## src/rtl/dmem_wait_responder_pkg.sv

```systemverilog
// Shared types and constants for the wait-state data-memory responder.
package dmem_wait_responder_pkg;
  localparam int ADDR_W = 7;
  localparam int DW     = 32;

  typedef enum logic [1:0] {
    IDLE = 2'd0,
    WAIT = 2'd1,
    DONE = 2'd2
  } state_t;
endpackage

```

## src/rtl/dmem_wait_responder_array.sv

```systemverilog
// 128x32 storage with synchronous write and a registered read port that
// doubles as the responder's read-data holding register.
module dmem_array_128x32 #(
  parameter int WORDS  = 128,
  parameter int DW     = 32,
  parameter int ADDR_W = 7
) (
  input  logic              clk,
  input  logic              rst,
  input  logic              we,
  input  logic              re,
  input  logic [ADDR_W-1:0] addr,
  input  logic [DW-1:0]     wdata,
  output logic [DW-1:0]     rdata
);
  logic [DW-1:0] mem [0:WORDS-1];
  logic [DW-1:0] rdata_reg;

  always_ff @(posedge clk) begin
    if (we) mem[addr] <= wdata;
  end

  // Only the read register is reset; array contents survive reset.
  always_ff @(posedge clk or posedge rst) begin
    if (rst)     rdata_reg <= '0;
    else if (re) rdata_reg <= mem[addr];
  end

  assign rdata = rdata_reg;
endmodule

```

## src/rtl/dmem_wait_responder.sv

```systemverilog
// Data-memory target with LAT programmable wait states; stall holds the CPU
// until the access completes in the single-cycle DONE slot.
module dmem_wait_responder #(
  parameter int LAT   = 2,
  parameter int WORDS = 128,
  parameter int DW    = dmem_wait_responder_pkg::DW
) (
  input  logic          clk,
  input  logic          rst,
  input  logic          cen,
  input  logic          wen,
  input  logic          oen,
  input  logic [6:0]    a,
  input  logic [DW-1:0] d,
  output logic [DW-1:0] q,
  output logic          stall
);
  import dmem_wait_responder_pkg::*;

  localparam int CNT_W = 4;

  generate
    if (LAT < 1 || LAT > 15) begin : g_bad_lat
      $error("dmem_wait_responder: LAT must be in 1..15");
    end
  endgenerate

  state_t              state_reg, state_next;
  logic [CNT_W-1:0]    cnt_reg, cnt_next;
  logic [ADDR_W-1:0]   addr_reg, addr_next;
  logic [DW-1:0]       data_reg, data_next;
  logic                wen_reg, wen_next;

  logic                acc_en, acc_wen;
  logic [ADDR_W-1:0]   acc_addr;
  logic [DW-1:0]       acc_data;
  logic [DW-1:0]       rdata;

  always_ff @(posedge clk or posedge rst) begin
    if (rst) begin
      state_reg <= IDLE;
      cnt_reg   <= '0;
      addr_reg  <= '0;
      data_reg  <= '0;
      wen_reg   <= 1'b0;
    end else begin
      state_reg <= state_next;
      cnt_reg   <= cnt_next;
      addr_reg  <= addr_next;
      data_reg  <= data_next;
      wen_reg   <= wen_next;
    end
  end

  always_comb begin
    state_next = state_reg;
    cnt_next   = cnt_reg;
    addr_next  = addr_reg;
    data_next  = data_reg;
    wen_next   = wen_reg;
    case (state_reg)
      IDLE: if (!cen) begin
        addr_next  = a;
        data_next  = d;
        wen_next   = wen;
        cnt_next   = CNT_W'(LAT - 1);
        state_next = (LAT == 1) ? DONE : WAIT;
      end
      WAIT: begin
        if (cnt_reg == 4'd1) state_next = DONE;
        else                 cnt_next   = cnt_reg - 4'd1;
      end
      DONE:    state_next = IDLE;
      default: state_next = IDLE;
    endcase
  end

  // With LAT=1 the access happens on the accept edge, so it uses live inputs.
  always_comb begin
    stall    = 1'b0;
    acc_en   = 1'b0;
    acc_addr = addr_reg;
    acc_data = data_reg;
    acc_wen  = wen_reg;
    case (state_reg)
      IDLE: if (!cen) begin
        stall = 1'b1;
        if (LAT == 1) begin
          acc_en   = 1'b1;
          acc_addr = a;
          acc_data = d;
          acc_wen  = wen;
        end
      end
      WAIT: begin
        stall  = 1'b1;
        acc_en = (cnt_reg == 4'd1);
      end
      default: ;
    endcase
  end

  dmem_array_128x32 #(
    .WORDS  (WORDS),
    .DW     (DW),
    .ADDR_W (ADDR_W)
  ) mem_u (
    .clk   (clk),
    .rst   (rst),
    .we    (acc_en && !acc_wen && !rst),
    .re    (acc_en && acc_wen && !rst),
    .addr  (acc_addr),
    .wdata (acc_data),
    .rdata (rdata)
  );

  assign q = oen ? '0 : rdata;
endmodule
```

## config.mk

```make
export PLATFORM = sky130hd
export DESIGN_NAME = dmem_wait_responder
export DESIGN_NICKNAME = d
export VERILOG_FILES = /design/src/rtl/dmem_wait_responder_pkg.sv /design/src/rtl/dmem_wait_responder_array.sv /design/src/rtl/dmem_wait_responder.sv
export SDC_FILE = /design/constraint.sdc
export NUM_CORES = 2
export LEC_CHECK = 0
export BUFFER_PORTS_ARGS = -buffer_cell sky130_fd_sc_hd__clkbuf_2
export CORE_UTILIZATION = 33
export CTS_BUF_LIST = sky130_fd_sc_hd__clkbuf_4 sky130_fd_sc_hd__clkbuf_8
export DETAILED_ROUTE_END_ITERATION = 10
export HOLD_SLACK_MARGIN = 0.03
export PLACE_DENSITY = 0.58
export SKIP_CTS_REPAIR_TIMING = 1
export SKIP_LAST_GASP = 1
export SLEW_MARGIN = 40
export SYNTH_ARGS = -nofsm -noshare
export SYNTH_HDL_FRONTEND = slang
export SYNTH_SLANG_ARGS = --single-unit
```

## constraint.sdc

```tcl
create_clock -name clk -period 3.9 [get_ports clk]
set_input_delay 0.195 -clock clk [delete_from_list [all_inputs] [get_ports clk]]
set_output_delay 0.195 -clock clk [all_outputs]
set_load 0.05 [all_outputs]
```

* Word-level counts from Yosys, hierarchy flattened
Memory sizes are Yosys's and may differ from the RTL's. A register that Yosys moved wholly into a read port is not among the register bits.
Cells that the tools add are included.
** Operators by class
- $add $sub $neg :: 1
- Multipliers :: 0
- Divide/modulo/power cells :: 0
- Magnitude comparators :: 0
- Equality and inequality tests :: 5
- Shift operators :: 0
- Mux-type cells :: 12
- Bitwise gates (word level) :: 1
- Reduce and logical (&&, ||, !) cells :: 11
** Operators by type and width (number)
- $mux 32 :: 1
- $mux 4 :: 2
- $pmux 4 s2 :: 1
- $ne 2x2->1 const B :: 3
- $eq 4x1->1 const B :: 1
- $logic_and 1x1->1 :: 4
- $mux 1 :: 4
- $mux 2 :: 2
- $pmux 2 s2 :: 1
- $reduce_and 2->1 :: 2
- $sub 4x1->4 const B :: 1
- $reduce_and 3->1 :: 1
- $eq 2x1->1 const B :: 1
- $logic_not 1->1 :: 2
- $logic_not 2->1 :: 1
- $pmux 1 s2 :: 1
- $reduce_bool 2->1 :: 1
- $not 1->1 :: 1
** Storage, ports and cells
- Register bits :: 46
- Bits in latches :: 0
- RAM bits :: 4096
- ROM bits :: 0
- Input port bits :: 44
- Output and inout bits :: 33
- Memories :: 1
** Memory list
- mem_u.mem :: words 128, width 32, rd ports 1, clocked after memory_dff 1, wr ports 1, RTL line dmem_wait_responder_array.sv:16 : logic [DW-1:0] mem [0:WORDS-1];

* Depth between registers and ports, before layout
- Word-level depth :: 6
- Mapped depth :: 13
- Depth with buffers taken out :: 9

* By module
A second synthesis with hierarchy kept.
** Unflattened totals
- Cell total of the unflattened synthesis :: 8941
- Area total of the unflattened synthesis :: 160871.8 um^2
** Modules (own cells, without submodules)
- dmem_array_128x32 :: times used 1, cells each 8700, area an instance 158812.3 um^2, sequential area each 123798.7 um^2
- dmem_wait_responder :: times used 1, cells each 241, area an instance 2059.5 um^2, sequential area each 1151.1 um^2

* Worst setup path before layout
Ideal clock, no wire load.
- Kind :: reg2reg
- Start :: reg addr_reg[1], in the netlist acc_addr[1]
- End :: mem mem_u.mem[105][0], enable pin
- Library setup time :: 421 ps
- Arrival time :: 3350 ps
- Path slack :: 129 ps
- Stages on the path, launching flop included :: 10
- Period minus slack after synthesis :: 3771 ps
- Path through :: dfrtp_1 -> buf_6 -> buf_6 -> nor3b_2 -> buf_2 -> buf_4 -> buf_4 -> nand2_1 -> clkbuf_1 -> nor2_1
** RTL lines
- from (decl) :: RTL line dmem_wait_responder.sv:30 : logic [ADDR_W-1:0] addr_reg, addr_next;
- from (signal assigned) :: RTL line dmem_wait_responder.sv:49 : addr_reg <= addr_next;
- to (decl) :: RTL line dmem_wait_responder_array.sv:16
Straight into the memory's write port.

==> results.py <==
metrics = {
    "placement": {
        "detailed_place_hpwl_um": 363000,
        "dpl.cell_count": 15500,
        "buffer_ports.inserted": 76,
        "placed_area_um2": 177000,
        "weighted_congestion_reported_at_the_end_of_routability_driven_placement": 0.944,
    },
    "finish": {
        "finalInstanceArea_um2": 191000,
        "final_layout_size_suffix_gt1_share_pct": 26.2,
        "fillCellCount": 43300,
        "layout.core_utilization_pct": 39.5,
        "fin_nets": 9963,
        "largest_register_ff_count": 4096,
        "area_delta_synth_final_pct": 19.2,
        "finish.cell_count_without_fillers": 16900,
    },
    "power_and_ir_drop": {
        "irDropWorstVdd_v": 0.000558,
        "leakagePower_nw": 60.4,
        "ratio_of_total_power_to_cell_area_nw_per_um2": 799,
        "totalPowerFinal_mw": 152,
    },
    "detailed_routing": {
        "drcViolationCount": 0,
        "via_count": 99800,
        "drtPass1Iterations": 8,
        "routed_wl_um": 597000,
        "vias_per_cell": 5.92,
        "final_antenna_net_count": 0,
        "dr.first_iter.drc_count": 15400,
        "post_drt_wl_per_cell_um": 35.4,
    },
    "cts": {
        "clock_pin_slew_reported_for_the_worst_setup_and_hold_paths_after_clock_tree_synthesis_ns": 0.07,
        "cts_buffer_depth": 4,
        "cts_tree": "done",
        "worst_skew_late_latency_ns": 1.29,
        "cts.sink_count": 4174,
        "clock_tree.htree_level_count": 6,
        "cts_root_buffer": "sky130_fd_sc_hd__clkbuf_8",
        "numCtsBuffers": 660,
    },
    "global_routing": {
        "grt_first_pass_wirelength_um": 804000,
        "grt_overflow_total": 0,
        "grt_max_degree": 113,
        "number_of_global_route_vias_before_repair": 95500,
        "groute.usage.overall_pct": 23.6,
        "antenna_violations_before_repair": 58,
    },
    "job": {
        "cap_viol_max_count": 0,
    },
    "critical_path": {
        "cp.arrival_ns": 4.98,
        "timing.critical_path.from_type": "register",
        "end_kind": "register",
        "crit_path_max_fanout": 39,
        "crit_type": "register to register",
        "worstPathRequired_ns": 4.99,
    },
    "floorplanning": {
        "overall_die_area_um2": 488000,
        "standard_cell_row_count": 255,
        "fp.dieH_um": 699,
        "start_util_pct": 33.2,
        "fp.dieW_um": 699,
        "io_pins": 77,
        "core_region_area_um2": 483000,
    },
    "yosys": {
        "synth_flop_cell": "sky130_fd_sc_hd__edfxtp_1",
        "synth.yosys.warnings": 0,
        "yosysTopAreaCell": "sky130_fd_sc_hd__edfxtp_1",
        "post_synth_num_cell_types": 81,
        "synth_enable_flop_cells": 4096,
        "synth_nets": 8881,
        "synth_largest_type_area_fraction_pct": 76.8,
        "netlist_instances": 8835,
        "post_synth.cell_area_avg_um2": 18.1,
        "ranking_of_synthesized_cells_by_area": "sky130_fd_sc_hd__edfxtp_1 77%, sky130_fd_sc_hd__mux4_2 3.0%, sky130_fd_sc_hd__a221oi_1 2.9%",
        "synth.ff_latch_count": 4174,
        "yosysSeqAreaShare_pct": 78.0,
        "post-synth-top-count-cell": "sky130_fd_sc_hd__edfxtp_1",
        "postSynth.asyncResetShare_pct": 1.87,
        "synthesis.area_um2": 160000,
        "synth.cells.most_frequent": "4,096 x sky130_fd_sc_hd__edfxtp_1, 532 x sky130_fd_sc_hd__a221oi_1, 429 x sky130_fd_sc_hd__nor2_1",
    },
    "timing": {
        "post-route-min-period_ns": 3.89,
        "total_setup_violations_reported_at_the_end_of_the_flow": 0,
        "timing.clock.skew_ns": 0.112,
        "slew-limit-headroom_pct": 31.9,
        "max_slew.worst_pin.slew_ns": 1.02,
        "maxClockFrequency_mhz": 257,
        "holdWs_ns": 0.0444,
        "report.final.hold_viol_count": 0,
        "grt_setup_unrepaired": "false",
        "final_period_util_pct": 99.8,
        "timing_max_transition_violations_final": 0,
    },
    "worst_hold_path": {
        "timing.hold.worst.class": "input port to async pin",
    },
    "run_status": {
        "outcome": "completed",
    },
}
## routing by layer
metal	vias up	GRT usage, %	part of all wire, %
li1	38900	-	-
met1	51800	31.1	37
met2	7632	34.5	43
met3	1391	7.96	14
met4	26	11.9	5.6
met5	-	0.500	0.050
## final timing paths
path                                       startpoint  cells past startpoint  slack, ns                          to
hold / removal                                    rst                      4       0.04     acc_addr[1]$_DFFE_PP0P_
setup reg to reg              acc_addr[1]$_DFFE_PP0P_                      9      0.008  mem_u.rdata[1]$_DFFE_PP0P_
min in group clk                                  cen                      5       0.15      cnt_reg[3]$_DFFE_PP0P_
setup / recovery              acc_addr[1]$_DFFE_PP0P_                      9      0.008  mem_u.rdata[1]$_DFFE_PP0P_
max in group asynchronous                         rst                      5       2.89     acc_addr[2]$_DFFE_PP0P_
hold reg to reg            mem_u.rdata[0]$_DFFE_PP0P_                      1       0.49  mem_u.rdata[0]$_DFFE_PP0P_
## power breakdown
group          total [mW]  switching [mW]  internal, mW  leakage (nW)
Clock                36.9            17.7          19.1          6.78
Combinational        56.3            39.5          16.8          16.0
Sequential           59.3            2.78          56.5          37.7
Total                 152            60.0          92.5          60.4
## through the flow
step	TNS [ns]	setup slack [ns]
2_1_floorplan	0	0.129
3_3_place_gp	-1.01	-0.347
3_5_place_dp	0	0.0576
4_1_cts	0	0.0619
5_1_grt	0	0.00670
6_report	0	0.00782
## layout by cell type, fill, tap and decap left out, drive strengths merged, types with 236 or more instances in the layout
cell and count:
a22oi 236, clkbuf 995, nor2 431, o21ai 299, a221oi 532, mux2 308, mux2i 373, nand2 360
edfxtp 4096, a21oi 342, buf 850
## cell families after synthesis
kind of cell             synth area share, %
flip-flops                              78.0
AO/OA/AOI/OAI                           9.81
AND/OR/NAND/NOR                         2.66
multiplexers                            7.45
buffers and inverters                   2.03
XOR/XNOR                              0.0109
adder cells (fa/ha/maj)               0.0156
## worst max-delay path: stages (launching register included)
cell	delay, ns
sky130_fd_sc_hd__dfrtp_4	0.65
sky130_fd_sc_hd__buf_4	0.30
sky130_fd_sc_hd__inv_8	0.20
sky130_fd_sc_hd__buf_4	0.29
sky130_fd_sc_hd__nand2_1	0.46
sky130_fd_sc_hd__o22ai_1	0.20
sky130_fd_sc_hd__a221oi_1	0.40
sky130_fd_sc_hd__a211oi_1	0.17
sky130_fd_sc_hd__o21ai_0	0.76
sky130_fd_sc_hd__a41oi_1	0.21
## final cells by class
class | count | area [um^2] | area share (%)
diodes | 25 | 62.6 | 0.0328
clock buffers | 920 | 11200 | 5.85
clock inverters | 250 | 1630 | 0.856
inverters | 14 | 82.6 | 0.0433
multi-input cells | 4016 | 33200 | 17.4
flip-flops and latches | 4174 | 125000 | 65.6
well taps | 6425 | 8040 | 4.21
repair buffers | 1051 | 11600 | 6.06
Power figures use the tool's default switching activity.
